## config.mk

```make
export PLATFORM = sky130hd
export DESIGN_NAME = valu_result_stage
export DESIGN_NICKNAME = d
export VERILOG_FILES = /design/src/rtl/valu_pkg.sv /design/src/rtl/valu_skid_fifo.sv /design/src/rtl/valu_result_stage.sv
export SDC_FILE = /design/constraint.sdc
export NUM_CORES = 1
export LEC_CHECK = 0
export CAP_MARGIN = 20
export CORE_MARGIN = 4
export CORE_UTILIZATION = 60
export DETAILED_ROUTE_END_ITERATION = 8
export DONT_BUFFER_PORTS = 1
export PLACE_DENSITY = 0.72
export SKIP_LAST_GASP = 1
export SYNTH_ARGS = -nofsm -noshare
export SYNTH_HDL_FRONTEND = slang
export SYNTH_SLANG_ARGS = --single-unit
```

## constraint.sdc

```tcl
create_clock -name clk_i -period 6.7 [get_ports clk_i]
set_clock_uncertainty 0.1 [all_clocks]
set_input_delay 1.34 -clock clk_i [delete_from_list [all_inputs] [get_ports clk_i]]
set_output_delay 1.34 -clock clk_i [all_outputs]
set_load 0.01 [all_outputs]
```

## src/rtl/valu_pkg.sv

```systemverilog
// Shared types and constants for the vector ALU result stage: opcodes, lane
// geometry, chain states and the buffered result entry.
package valu_pkg;

    localparam int LANE_W    = 8;
    localparam int NUM_LANES = 4;
    localparam int DATA_W    = LANE_W * NUM_LANES;
    localparam int RD_W      = 5;

    localparam logic [2:0] OP_VSUM = 3'b010;
    localparam logic [2:0] OP_VSUB = 3'b110;
    localparam logic [2:0] OP_VDP  = 3'b001;

    typedef enum logic {
        IDLE  = 1'b0,
        ACCUM = 1'b1
    } chain_state_e;

    typedef struct packed {
        logic [DATA_W-1:0]    data;
        logic [RD_W-1:0]      rd;
        logic [NUM_LANES-1:0] sat;
        logic                 trunc;
    } entry_t;

    // Signed overflow of one lane, judged from the operand sign bits and the result sign.
    function automatic logic lane_ovf(input logic [2:0] op, input logic r_msb,
                                      input logic a_msb, input logic b_msb);
        logic ovf;
        ovf = 1'b0;
        if (op == OP_VSUM) begin
            ovf = (a_msb == b_msb) && (r_msb != a_msb);
        end else if (op == OP_VSUB) begin
            ovf = (a_msb != b_msb) && (r_msb != a_msb);
        end
        return ovf;
    endfunction

endpackage

```

## src/rtl/valu_skid_fifo.sv

```systemverilog
// Two-entry FIFO of result entries between the result stage and writeback.
// Head reads as zero while empty so the downstream outputs stay quiet.
module valu_skid_fifo
    import valu_pkg::*;
(
    input  logic   clk_i,
    input  logic   rst_n_i,
    input  logic   push_i,
    input  entry_t push_entry_i,
    input  logic   pop_i,
    output logic   full_o,
    output logic   empty_o,
    output logic   valid_o,
    output entry_t head_o
);

    entry_t     mem_q [2];
    logic       wr_ptr_q, wr_ptr_d;
    logic       rd_ptr_q, rd_ptr_d;
    logic [1:0] count_q, count_d;
    logic       push_ok, pop_ok;

    assign full_o  = (count_q == 2'd2);
    assign empty_o = (count_q == 2'd0);
    assign valid_o = ~empty_o;
    assign head_o  = valid_o ? mem_q[rd_ptr_q] : '0;

    assign push_ok = push_i & ~full_o;
    assign pop_ok  = pop_i & valid_o;

    always_comb begin
        wr_ptr_d = wr_ptr_q;
        rd_ptr_d = rd_ptr_q;
        count_d  = count_q;
        if (push_ok) begin
            wr_ptr_d = ~wr_ptr_q;
        end
        if (pop_ok) begin
            rd_ptr_d = ~rd_ptr_q;
        end
        if (push_ok && !pop_ok) begin
            count_d = count_q + 2'd1;
        end else if (pop_ok && !push_ok) begin
            count_d = count_q - 2'd1;
        end
    end

    always_ff @(posedge clk_i or negedge rst_n_i) begin
        if (!rst_n_i) begin
            mem_q[0] <= '0;
            mem_q[1] <= '0;
            wr_ptr_q <= 1'b0;
            rd_ptr_q <= 1'b0;
            count_q  <= 2'd0;
        end else begin
            if (push_ok) begin
                mem_q[wr_ptr_q] <= push_entry_i;
            end
            wr_ptr_q <= wr_ptr_d;
            rd_ptr_q <= rd_ptr_d;
            count_q  <= count_d;
        end
    end

endmodule

```

## src/rtl/valu_result_stage.sv

```systemverilog
// Result stage after the 4x8-bit vector ALU: lane saturation, VDP chain accumulation
// and a 2-entry writeback buffer. Define VALU_SAT_EN to clamp overflowing VSUM/VSUB lanes.
module valu_result_stage
    import valu_pkg::*;
#(
    parameter int MAX_CHAIN = 16
) (
    input  logic                 clk_i,
    input  logic                 rst_n_i,
    input  logic                 in_valid_i,
    output logic                 in_ready_o,
    input  logic [2:0]           valu_ctrl_i,
    input  logic [DATA_W-1:0]    v_i,
    input  logic [NUM_LANES-1:0] a_msb_i,
    input  logic [NUM_LANES-1:0] b_msb_i,
    input  logic [RD_W-1:0]      rd_i,
    input  logic                 acc_first_i,
    input  logic                 acc_last_i,
    output logic                 out_valid_o,
    input  logic                 out_ready_i,
    output logic [DATA_W-1:0]    out_data_o,
    output logic [RD_W-1:0]      out_rd_o,
    output logic [NUM_LANES-1:0] out_sat_o,
    output logic                 out_trunc_o,
    output logic                 err_o
);

`ifdef VALU_SAT_EN
    localparam bit SAT_EN = 1'b1;
`else
    localparam bit SAT_EN = 1'b0;
`endif

    localparam int LEN_W = $clog2(MAX_CHAIN + 1);

    chain_state_e         chain_state_q, chain_state_d;
    logic [DATA_W-1:0]    acc_q, acc_d;
    logic [LEN_W-1:0]     len_q, len_d;
    logic                 err_q, err_d;

    logic                 accept, vdp_beat, restart, chain_close;
    logic [DATA_W-1:0]    sum;
    logic [LEN_W-1:0]     sum_len;
    logic [DATA_W-1:0]    lane_data;
    logic [NUM_LANES-1:0] lane_sat;
    logic                 push, fifo_full, fifo_empty, fifo_valid;
    entry_t               push_entry, head;

    assign accept   = in_valid_i & in_ready_o;
    assign vdp_beat = accept & (valu_ctrl_i == OP_VDP);

    // A first beat, or any beat with no open chain, starts the accumulator over.
    assign restart     = (chain_state_q == IDLE) | acc_first_i;
    assign sum         = restart ? v_i : acc_q + v_i;
    assign sum_len     = restart ? LEN_W'(1) : len_q + LEN_W'(1);
    assign chain_close = acc_last_i | (sum_len == LEN_W'(MAX_CHAIN));

    always_comb begin
        lane_data = v_i;
        lane_sat  = '0;
        for (int k = 0; k < NUM_LANES; k++) begin
            if (SAT_EN && lane_ovf(valu_ctrl_i, v_i[k*LANE_W + LANE_W-1],
                                   a_msb_i[k], b_msb_i[k])) begin
                lane_data[k*LANE_W +: LANE_W] = a_msb_i[k] ? 8'h80 : 8'h7F;
                lane_sat[k] = 1'b1;
            end
        end
    end

    always_ff @(posedge clk_i or negedge rst_n_i) begin
        if (!rst_n_i) begin
            chain_state_q <= IDLE;
            acc_q         <= '0;
            len_q         <= '0;
            err_q         <= 1'b0;
        end else begin
            chain_state_q <= chain_state_d;
            acc_q         <= acc_d;
            len_q         <= len_d;
            err_q         <= err_d;
        end
    end

    always_comb begin
        chain_state_d = chain_state_q;
        if (vdp_beat) begin
            chain_state_d = chain_close ? IDLE : ACCUM;
        end
    end

    always_comb begin
        acc_d      = acc_q;
        len_d      = len_q;
        err_d      = 1'b0;
        push       = 1'b0;
        push_entry = '0;
        if (vdp_beat) begin
            acc_d = sum;
            len_d = chain_close ? '0 : sum_len;
            err_d = (chain_state_q == IDLE) & ~acc_first_i;
            if (chain_close) begin
                push       = 1'b1;
                push_entry = '{data: sum, rd: rd_i, sat: '0, trunc: ~acc_last_i};
            end
        end else if (accept) begin
            push       = 1'b1;
            push_entry = '{data: lane_data, rd: rd_i, sat: lane_sat, trunc: 1'b0};
        end
    end

    valu_skid_fifo u_fifo (
        .clk_i        (clk_i),
        .rst_n_i      (rst_n_i),
        .push_i       (push),
        .push_entry_i (push_entry),
        .pop_i        (out_ready_i),
        .full_o       (fifo_full),
        .empty_o      (fifo_empty),
        .valid_o      (fifo_valid),
        .head_o       (head)
    );

    assign in_ready_o  = ~fifo_full;
    assign out_valid_o = fifo_valid & ~fifo_empty;
    assign out_data_o  = head.data;
    assign out_rd_o    = head.rd;
    assign out_sat_o   = head.sat;
    assign out_trunc_o = head.trunc;
    assign err_o       = err_q;

endmodule

```

# After elaboration in Yosys (flattened, before gate mapping)
# Index checks and enable logic that the tools add are counted.
dict set report classes {
  eq_ne 3
  n_bitwise 16
  n_mux 20
  n_lt_le_gt_ge 3
  n_reduce_logical 7
  n_addsub 4
}
# operator n
set op_table {}
lappend op_table {{$mux 42} 8}
lappend op_table {{$bwmux 84} 1}
lappend op_table {{$demux 42 s1} 1}
lappend op_table {{$add 32x32->32} 1}
lappend op_table {{$mux 32} 1}
lappend op_table {{$mux 5} 2}
lappend op_table {{$not 1->1} 7}
lappend op_table {{$add 5x1->5 const B} 1}
lappend op_table {{$and 1x1->1} 5}
lappend op_table {{$eq 5x5->1 const B} 1}
lappend op_table {{$mux 1} 5}
lappend op_table {{$ge 2x2->1 const B} 2}
lappend op_table {{$mux 2} 2}
lappend op_table {{$not 1->2} 2}
lappend op_table {{$eq 3x1->1 const B} 1}
lappend op_table {{$logic_and 1x1->1} 3}
lappend op_table {{$add 2x1->2 const B} 1}
lappend op_table {{$eq 2x2->1 const B} 1}
lappend op_table {{$logic_not 1->1} 2}
lappend op_table {{$logic_not 2->1} 1}
lappend op_table {{$lt 2x1->1 const B} 1}
lappend op_table {{$or 1x1->1} 2}
lappend op_table {{$reduce_bool 2->1} 1}
lappend op_table {{$sub 2x1->2 const B} 1}
dict set report totals {
  in_bits 54
  output_inout_bits 45
  regBits 127
  elab_cells 68
}

# Longest topological paths before layout
# Gate-level depths: netlist (run 1).
dict set report logic_depth {
  depth_word 12
  ltp_mapped 11
  ltp_nobuf 11
}

# Cells and area by module
# A second synthesis (run 1) with hierarchy kept.
dict set report unflattened {
  cells_unflattened 798
  hier_area_um2 7881.3
}
# module instances area_each_um2 cells_each seq_area_each_um2
set modules_own_cells {}
lappend modules_own_cells {valu_skid_fifo 1 3977.6 289 2202.1}
lappend modules_own_cells {valu_result_stage 1 3903.7 509 975.9}

# Least setup slack after synthesis (run 1)
# No wires, ideal clock.
dict set report synth_timing {
  kind {in2reg}
  from {input port v_i[0]}
  to {register u_fifo.mem_q[38] (netlist name)}
  path_buffers 0
  t_arrival_ns 3.587
  setup_time_ns 0.129
  t_required_ns 6.471
  stages 11
  slack_ns 2.884
  path_cell_list {ha_1 fa_1 a211o_1 a211oi_2 or3_1 nand2_1 a311oi_2 nor4_1 a31o_2 o21ai_1 a31oi_1}
}
dict set report synth_via {
  elab_chain_cells 5
}
# element line_no
set synth_lines {}
lappend synth_lines {{from (decl)} valu_result_stage.sv:13} ;# input logic [DATA_W-1:0] v_i,
lappend synth_lines {{$add 32x32->32} valu_result_stage.sv:54} ;# assign sum = restart ? v_i : acc_q + v_i;
lappend synth_lines {{$mux 32} valu_result_stage.sv:54}
lappend synth_lines {{$mux 42} valu_result_stage.sv:101} ;# if (chain_close) begin
lappend synth_lines {{$mux 42} valu_result_stage.sv:97} ;# if (vdp_beat) begin
lappend synth_lines {{$bwmux 84} valu_skid_fifo.sv:57} ;# mem_q[wr_ptr_q] <= push_entry_i;
lappend synth_lines {{to (signal, indexed assignment)} valu_skid_fifo.sv:57}
lappend synth_lines {{to (decl)} valu_skid_fifo.sv:17} ;# entry_t mem_q [2];
# No other way between the ends.
# A chain may end at the register's enable or synchronous reset.

# Worst setup path after layout (run 1)
dict set report layout_timing {
  from {input port v_i[0]}
  to {register u_fifo.mem_q[78] (netlist name)}
}
# Same word-level chain as after synthesis.

==> impl_metrics.tcl, run 1 <==
set metrics [dict create \
    status "finished, final reports clean" \
    clk_path_buf_depth 2 \
    hold_class "flop to flop" \
    synth_largest_area_cell "dfrtp_1" \
    setup_viol 0 \
    drv_slew 0 \
    coreArea_um2 12600 \
    worst_skew_pair.late_latency_ns 0.42 \
    p_int_w 0.00250 \
    place_congestion 0.880 \
    ys_ff_latch 119 \
    syn-cell-area_um2 7710 \
    ys_types 77 \
    grt_setup_unrepaired "false" \
    clk_pin_slew_worst_paths_ns 0.05 \
    dr.first_iter.drc_count 484 \
    p_clk_share_pct 21.9 \
    multi_input_area_um2 4390 \
    die-area_um2 14700 \
    synth_adder_area_share_pct 5.62 \
    place_inst 1000 \
    syn2layout_area_growth_pct 7.91 \
    worstMarginPinSlew_ns 0.974 \
    synthMuxAreaShare_pct 9.17 \
    arrival_ns 4.19 \
    yosys.area_share.simple_pct 18.2 \
    crit_fanout 4 \
    synth.area.top_cells "dfrtp_1 39%, mux2i_1 6.1%, nand2_1 6.0%" \
    rows 41 \
    combPwrFrac_pct 49.5 \
    drt_first_pass_iters 4 \
    hpwl_mm 13.9 \
    synth_top_family_by_area "compound AO/OA/AOI/OAI gates" \
    synth_edf_count 0 \
    nFillCells 1001 \
    htreeDepth 4 \
    max-slew-margin-rel_pct 34.9 \
    postCtsResizedCells 0 \
    min_period_over_period_pct 60.1 \
    maxCapViolations 0 \
    power.leakage_nw 3.67 \
    synth_compound_area_share_pct 20.0 \
    nNetsFinal 936 \
    synth_top_cell_area_share_pct 38.6 \
    start_util_pct 61.1 \
    n_antenna_cell 0 \
    final_cells 1033 \
    rrSetupSlack_ns 3.15 \
    pwr-share-seq_pct 28.6 \
    synthFlopType "dfrtp_1" \
    sw_frac_of_total_pct 42.8 \
    synth_warnings 0 \
    p_per_area_nw_per_um2 525 \
    dr_total_vias 6335 \
    regArea_um2 2980 \
    numCtsBuffers 17 \
    postCtsSetupRepairBufs 0 \
    grt_max_degree 120 \
    avgSynthCellArea_um2 8.80 \
    wire_per_inst_um 19.4 \
    final_hold_viol_count 0 \
    synth_seq_area_share_pct 38.6 \
    grt_pass1_vias 6105 \
    fmax_mhz 248 \
    syn_inst 876 \
    drcViolationCount 0 \
    start_kind "input port" \
    drive_above_1_share_pct 10.7 \
    criticalPathCategory "input port to flop" \
    setup_tns_ns 0 \
    min_period_ns 4.03 \
    wl_mm 20.0 \
    io_pins 99 \
    antenna_found_initial 0 \
    ctsHoldBuffers 0 \
    gr-usage-all-layers_pct 28.0 \
    viasPerCell 6.13 \
    cts_sinks 119 \
    grt_overflow 0 \
    cts_tree "built" \
    synth_xor_xnor_area_share_pct 3.64 \
    worstSetupEndpointType "flop" \
    port_buffers 0 \
    die_h_um 121 \
    grt_pass1_wl_mm 32.1 \
    die_w_um 121 \
    power_switching_w 0.00187 \
    cts_root_buffer "clkbuf_16" \
    ir_drop_mv 0.228 \
    synthArstFlopShare_pct 100 \
    drtAntennaViolNets 0 \
    required_ns 6.86 \
]
-- flip-flops by register name (all words and copies together), names as in the netlist --
signal,flops
acc_q,32
u_fifo.mem_q,76
u_fifo.rd_ptr_q,1
u_fifo.wr_ptr_q,1
u_fifo.count_q,2
len_q,5
err_o,1
chain_state_q,1
-- power by group through the flow --
stage	Combinational [W]	Clock, W	Sequential (W)
3_3_place_gp	0.00205	0	0.00126
5_1_grt	0.00240	0.000997	0.00129
4_1_cts	0.00211	0.000967	0.00128
3_5_place_dp	0.00209	0	0.00129
2_1_floorplan	0.00181	0	0.00117
6_report	0.00216	0.000955	0.00125
-- worst max-delay path, cell delays in order --
cell,delay (ns)
ha_1,0.22
fa_1,0.45
a211o_1,0.32
a211oi_2,0.33
or3_1,0.23
nand2_1,0.13
a21boi_0,0.33
o21ai_1,0.16
xor2_1,0.18
a22oi_1,0.37
a21oi_1,0.12
-- cell usage in the layout, fill, tap and decap left out, drive strengths merged, types with 22 or more instances in the layout --
| cell type | n |
|---|---|
| nand2 | 125 |
| dfrtp | 119 |
| nor2 | 116 |
| a21oi | 73 |
| o21ai | 65 |
| mux2i | 47 |
| ha | 33 |
| a22oi | 23 |
| a31oi | 22 |
| clkbuf | 22 |
-- through the flow --
stage	setup slack, ns	total power [W]	util [%]	hold WS, ns	area [um^2]
finish	2.67	0.00436	65.9	0.379	8320
global route	2.37	0.00468	65.9	0.408	8320
CTS	2.74	0.00436	65.7	0.382	8300
detailed placement	2.28	0.00338	60.9	0.370	7680
global placement	2.15	0.00331	60.7	0.359	7660
floorplan	2.88	0.00298	-	0.346	7720
-- Yosys cell counts (all sizes together) (13+ instances only) --
| master | n |
|---|---|
| a21o | 14 |
| a21oi | 73 |
| a22oi | 23 |
| a31oi | 22 |
| buf | 30 |
| clkbuf | 27 |
| dfrtp | 119 |
| ha | 33 |
| mux2 | 21 |
| mux2i | 47 |
| nand2 | 125 |
| nand3 | 17 |
| nor2 | 116 |
| nor3 | 20 |
| o21ai | 65 |
| xnor2 | 19 |
| xor2 | 13 |
-- worst paths after layout --
kind | startpoint | to | cells past startpoint
setup / recovery | v_i[0] | u_fifo.mem_q[78]$_DFFE_PN0P_ | 11
hold / removal | u_fifo.mem_q[28]$_DFFE_PN0P_ | u_fifo.mem_q[28]$_DFFE_PN0P_ | 2
setup reg to reg | chain_state_q$_DFFE_PN0P_ | u_fifo.mem_q[60]$_DFFE_PN0P_ | 9
hold reg to reg | u_fifo.mem_q[28]$_DFFE_PN0P_ | u_fifo.mem_q[28]$_DFFE_PN0P_ | 2
max in group asynchronous | rst_n_i | u_fifo.mem_q[12]$_DFFE_PN0P_ | 0
min in group asynchronous | rst_n_i | u_fifo.mem_q[48]$_DFFE_PN0P_ | 0
-- layout make-up --
cell class / instances / share of cell area [%]
clock buffer: 22 / 5.70
clock inverter: 10 / 1.72
inverter: 10 / 0.451
multi-input combinational: 692 / 52.8
sequential: 119 / 35.8
tap: 172 / 2.59
timing repair buffer: 8 / 0.963
-- routing by layer --
layer	share of wire [%]	track usage (%)
met5	0	0
met4	1.7	10.0
met3	6.0	6.01
met2	46	43.1
met1	46	39.2
-- cell families after synthesis --
logic type,after synthesis
other,1
flip-flops,119
adder cells (fa/ha/maj),34
AO/OA/AOI/OAI,236
AND/OR/NAND/NOR,318
multiplexers,68
buffers and inverters,68
XOR/XNOR,32
Power figures use the tool's default switching activity.
==> run 2, diff against run 1 <==
--- a/config.mk
+++ b/config.mk
@@ -7,7 +7,7 @@
 export LEC_CHECK = 0
 export CAP_MARGIN = 20
 export CORE_MARGIN = 4
-export CORE_UTILIZATION = 60
+export CORE_UTILIZATION = 58
 export DETAILED_ROUTE_END_ITERATION = 8
 export DONT_BUFFER_PORTS = 1
 export PLACE_DENSITY = 0.72
==> constraint.sdc (replaced) <==
create_clock -name clk_i -period 3.27 [get_ports clk_i]
set_clock_uncertainty 0.1 [all_clocks]
set_input_delay 0.654 -clock clk_i [delete_from_list [all_inputs] [get_ports clk_i]]
set_output_delay 0.654 -clock clk_i [all_outputs]
set_load 0.01 [all_outputs]
==> run 2 against run 1 <==
The run now ends with hold timing left. Sequential power increased by 110%. Flip-flop and latch count unchanged. Register-to-register slack got worse by 3.1 ns. Via count increased by 4.6%. Die area increased by 3.2%. Total power increased by 110%. Sequential share of layout area decreased by 1.1 points. Clock-buffer cell count decreased by 2. Critical endpoint is now u_fifo.mem_q[38]$_DFFE_PN0P_. Highest routed layer unchanged.
==> impl_metrics.tcl, run 2 (synthesis results as in run 1) <==
set metrics [dict create \
    dpl_cell_area_um2 7940 \
    htreeDepth 4 \
    final_cells 1066 \
    criticalPathCategory "flop to flop" \
    wl_mm 20.7 \
    min_period_ns 3.17 \
    clk_path_buf_depth 2 \
    hold_class "input port to async pin" \
    worst_skew_pair.late_latency_ns 0.42 \
    drv_slew 0 \
    grt_max_degree 120 \
    worstMarginPinSlew_ns 0.785 \
    final_common_cell "nand2_1" \
    cp_slowest_stage_delay_ns 0.39 \
    worstSetupEndpointType "flop" \
    viasPerCell 6.21 \
    place_congestion 0.939 \
    min_period_over_period_pct 97.0 \
    antenna_found_initial 0 \
    cts_sinks 119 \
    setup_viol 0 \
    wire_per_inst_um 19.5 \
    clk_pin_slew_worst_paths_ns 0.05 \
    largest_register_ffs 76 \
    maxCapViolations 0 \
    regArea_um2 2980 \
    coreArea_um2 12800 \
    die_w_um 123 \
    crit_chain "ha_1, fa_2, a211o_1, a211oi_4, or3_4, nand2_2, a311oi_4, nor4_1, a31o_2, o21ai_2, a31oi_1" \
    regMostFlops "u_fifo.mem_q" \
    arrival_ns 3.33 \
    max-slew-margin-rel_pct 47.7 \
    final_area_um2 8570 \
    required_ns 3.43 \
    nFillCells 1046 \
    start_util_pct 60.1 \
    dr.first_iter.drc_count 610 \
    drtAntennaViolNets 0 \
    reg_top3 "u_fifo.mem_q x76, acc_q x32, len_q x5" \
    io_pins 99 \
    hpwl_mm 14.7 \
    syn2layout_area_growth_pct 11.2 \
    nNetsFinal 969 \
    dr_total_vias 6625 \
    grt_pass1_vias 6329 \
    crit_fanout 4 \
    port_buffers 0 \
    numCtsBuffers 17 \
    n_antenna_cell 0 \
    multi_input_area_um2 4460 \
    final_cell_mix "122 x nand2_1, 118 x dfrtp_1, 113 x nor2_1, 66 x a21oi_1, 51 x o21ai_0" \
    ir_drop_mv 0.417 \
    rows 41 \
    crit_slowest_cell "dfrtp_1" \
    die_h_um 123 \
    die-area_um2 15200 \
    power.leakage_nw 3.80 \
    status "complete, but fails checks" \
    cts_root_buffer "clkbuf_16" \
    rrSetupSlack_ns 0.1 \
    place_inst 1032 \
    p_per_area_nw_per_um2 1060 \
    grt_overflow 0 \
    grt_pass1_wl_mm 33.1 \
    violations "hold timing" \
    start_kind "flop" \
    setup_tns_ns 0 \
    drcViolationCount 0 \
    final_hold_viol_count 119 \
    fmax_mhz 315 \
    gr-usage-all-layers_pct 28.3 \
    timing.hold.ws_ns -0.174 \
    drt_first_pass_iters 7 \
    cts_tree "built" \
    drive_above_1_share_pct 15.3 \
]
## run 2: repair_timing
item,4_1_cts,5_1_grt
setup endpoints to repair,2,25
resized for setup,1,15
pin swaps,0,5
endpoints found under the hold margin,119,119
setup buffers,0,2
## run 2: area by class of cell
| class | count | share of cell area, % |
|---|---|---|
| Multi-Input combinational cell | 692 | 52.0 |
| Sequential cell | 119 | 34.7 |
| Clock buffer | 20 | 5.21 |
| Timing Repair Buffer | 41 | 3.88 |
| Tap cell | 172 | 2.51 |
| Clock inverter | 12 | 1.20 |
| Inverter | 10 | 0.438 |
## run 2: final timing paths
path	startpoint	cells past startpoint	endpoint
worst max-delay path	acc_q[0]$_DFFE_PN0P_	11	u_fifo.mem_q[38]$_DFFE_PN0P_
worst min-delay path	rst_n_i	0	u_fifo.mem_q[6]$_DFFE_PN0P_
worst max register to register	acc_q[0]$_DFFE_PN0P_	11	u_fifo.mem_q[38]$_DFFE_PN0P_
worst min register to register	u_fifo.mem_q[12]$_DFFE_PN0P_	2	u_fifo.mem_q[12]$_DFFE_PN0P_
max in group asynchronous	rst_n_i	0	u_fifo.mem_q[63]$_DFFE_PN0P_
min in group clk_i	acc_first_i	1	err_o$_DFF_PN0_
## run 2: layer usage
layer | up-vias | GRT usage, % | part of all wire [%] | wire, um
met5 | - | 0 | 0 | 0
met4 | 0 | 8.86 | 1.6 | 333
met1 | 3221 | 39.8 | 43 | 9000
met3 | 26 | 7.23 | 9.1 | 1890
met2 | 285 | 43.3 | 46 | 9520
li1 | 3093 | - | - | -
## run 2: report_power, final
group	total, W	internal, W	leakage, nW	switching (W)
registers	0.00257	0.00212	1.46	0.000452
clock network	0.00174	0.00106	0.262	0.000683
logic	0.00477	0.00196	2.08	0.00281
## run 2: critical path, delay by kind of cell (launching register included)
kind                       cells  cell delay, ns
DFF                            1            0.39
adders and majority gates      2            0.59
AOI/OAI and AO/OA              6            1.56
and+or+nand+nor                3            0.37
## run 2: stage by stage
stage / hold slack, ns / util, % / worst slack [ns] / power, W
6_report: -0.174 / 66.8 / 0.0980 / 0.00908
5_1_grt: -0.188 / 66.8 / -0.0562 / 0.00974
4_1_cts: -0.182 / 66.2 / 0.00803 / 0.00899
3_5_place_dp: 0.262 / 61.9 / -0.300 / 0.00719
3_3_place_gp: 0.263 / 61.9 / -0.252 / 0.00702
2_1_floorplan: 0.258 / - / 0.140 / 0.00611
==> run 3, diff against run 2 <==
--- a/config.mk
+++ b/config.mk
@@ -10,7 +10,7 @@
 export CORE_UTILIZATION = 58
 export DETAILED_ROUTE_END_ITERATION = 8
 export DONT_BUFFER_PORTS = 1
-export PLACE_DENSITY = 0.72
+export PLACE_DENSITY = 0.74
 export SKIP_LAST_GASP = 1
 export SYNTH_ARGS = -nofsm -noshare
 export SYNTH_HDL_FRONTEND = slang
==> run 3 against run 2 <==
The flow still finishes with violations (hold timing). Flip-flop and latch count unchanged. Die area unchanged. Sequential share of layout area is 0.081 points lower. First-iteration DRC count is 10% lower. Combinational power grew 2%. Maximum frequency grew 0.31%. Sequential power hardly changed. Non-clock buffer count increased by 2. Critical path depth unchanged. Clock power barely moved. Cell count is 0.19% higher. Critical endpoint unchanged. Largest cell class unchanged. Largest power group unchanged. Highest routed layer unchanged.
==> impl_metrics.tcl, run 3 (synthesis results as in run 1) <==
set metrics [dict create \
    status "complete, but fails checks" \
    violations "hold timing" \
    final_cells 1068 \
    ir_drop_mv 0.461 \
    start_kind "flop" \
    drtAntennaViolNets 0 \
    final_hold_viol_count 119 \
    place_inst 1034 \
    p_int_w 0.00520 \
    combPwrFrac_pct 53.1 \
    criticalPathCategory "flop to flop" \
    power.leakage_nw 3.81 \
    p_clk_share_pct 19.1 \
    place_congestion 0.945 \
    worstSetupEndpointType "flop" \
    setup_tns_ns 0 \
    antenna_found_initial 0 \
    reg_top3 "u_fifo.mem_q x76, acc_q x32, len_q x5" \
    grt_pass1_vias 6448 \
    timing.hold.ws_ns -0.183 \
    gr-usage-all-layers_pct 28.6 \
    clk_path_buf_depth 2 \
    dr_total_vias 6583 \
    sw_frac_of_total_pct 43.5 \
    cts_root_buffer "clkbuf_16" \
    die-area_um2 15200 \
    finalPower_w 0.00919 \
    numCtsBuffers 17 \
    rows 41 \
    grt_max_degree 120 \
    grt_pass1_wl_mm 33.3 \
    largest_register_ffs 76 \
    crit_fanout 4 \
    drcViolationCount 0 \
    regArea_um2 2980 \
    pwr-share-seq_pct 27.8 \
    htreeDepth 4 \
    port_buffers 0 \
    start_util_pct 60.1 \
    die_h_um 123 \
    timing.final.ws_setup_ns 0.108 \
    die_w_um 123 \
    p_per_area_nw_per_um2 1070 \
    fmax_mhz 316 \
    multi_input_area_um2 4450 \
    nFillCells 1042 \
    syn2layout_area_growth_pct 11.5 \
    min_period_ns 3.16 \
    n_antenna_cell 0 \
    io_pins 99 \
    max-slew-margin-rel_pct 44.5 \
    cts_tree "built" \
    arrival_ns 3.34 \
    cts_sinks 119 \
    grt_overflow 0 \
    rrSetupSlack_ns 0.11 \
    dr.first_iter.drc_count 548 \
    final_common_cell "nand2_1" \
    drive_above_1_share_pct 15.2 \
    viasPerCell 6.16 \
    power_switching_w 0.00399 \
    place_ws_ns -0.264 \
    coreArea_um2 12800 \
    clk_pin_slew_worst_paths_ns 0.06 \
    worstMarginPinSlew_ns 0.832 \
    wl_mm 20.9 \
    hpwl_mm 14.4 \
    regMostFlops "u_fifo.mem_q" \
    final_cell_mix "122 x nand2_1, 118 x dfrtp_1, 113 x nor2_1, 66 x a21oi_1, 51 x o21ai_0" \
    drt_first_pass_iters 5 \
    required_ns 3.44 \
    hold_class "input port to async pin" \
    wire_per_inst_um 19.6 \
    min_period_over_period_pct 96.7 \
    nNetsFinal 971 \
    maxCapViolations 0 \
    worst_skew_pair.late_latency_ns 0.43 \
    drv_slew 0 \
    setup_viol 0 \
]
[run 3: cell count changes in the layout (fill, tap and decap cells not counted), sizes merged]
cell	before	now
buf	41	43
[run 3: final cells by class]
type | instances | share of cell area [%]
inverters | 10 | 0.437
multi-input cells | 692 | 51.8
clock inverters | 12 | 1.19
flip-flops and latches | 119 | 34.7
clock buffers | 20 | 5.20
well taps | 172 | 2.50
repair buffers | 43 | 4.19
[run 3: metrics by stage]
| step | util, % | instance area [um^2] |
|---|---|---|
| final | 67.0 | 8590 |
| after detailed placement | 62.1 | 7970 |
| after global routing | 67.0 | 8590 |
| after CTS | 66.4 | 8510 |
| after floorplan | - | 7720 |
| after global placement | 62.1 | 7970 |
[run 3: per-layer routing]
metal | GRT usage, % | vias to the layer above | wire length, um
met2 | 45.3 | 220 | 10000
met1 | 38.0 | 3230 | 8920
met4 | 9.76 | 0 | 405
met3 | 7.78 | 34 | 1550
li1 | - | 3099 | -
met5 | 0 | - | 0
[run 3: power by group through the flow]
stage	Combinational (W)	Sequential [W]	Clock (W)
floorplan	0.00371	0.00240	0
global placement	0.00453	0.00252	0
detailed placement	0.00469	0.00256	0
CTS	0.00475	0.00255	0.00178
global route	0.00535	0.00264	0.00186
finish	0.00488	0.00256	0.00176
[run 3: repair_timing]
item | in CTS | in global routing
buffers inserted | 0 | 2
endpoints found under the setup margin | 0 | 19
resized for setup | 0 | 14
hold endpoints to repair | 119 | 119
[run 3: path summary, 6_finish.rpt]
kind	start	endpoint	cells after the start
setup / recovery	acc_q[0]$_DFFE_PN0P_	u_fifo.mem_q[38]$_DFFE_PN0P_	11
hold / removal	rst_n_i	u_fifo.mem_q[5]$_DFFE_PN0P_	0
setup reg to reg	acc_q[0]$_DFFE_PN0P_	u_fifo.mem_q[38]$_DFFE_PN0P_	11
hold reg to reg	u_fifo.mem_q[16]$_DFFE_PN0P_	u_fifo.mem_q[16]$_DFFE_PN0P_	2
max in group asynchronous	rst_n_i	u_fifo.rd_ptr_q$_DFFE_PN0P_	0
min in group clk_i	acc_first_i	err_o$_DFF_PN0_	1
[run 3: critical path, cell delays in order, from the launching register on]
cell      delay (ns)
dfrtp_1         0.38
ha_1            0.21
fa_2            0.35
a211o_1         0.37
a211oi_4        0.33
or3_4           0.20
nand2_2         0.09
a311oi_4        0.38
nor4_1          0.08
a31o_2          0.25
o21ai_4         0.16
a31oi_1         0.10
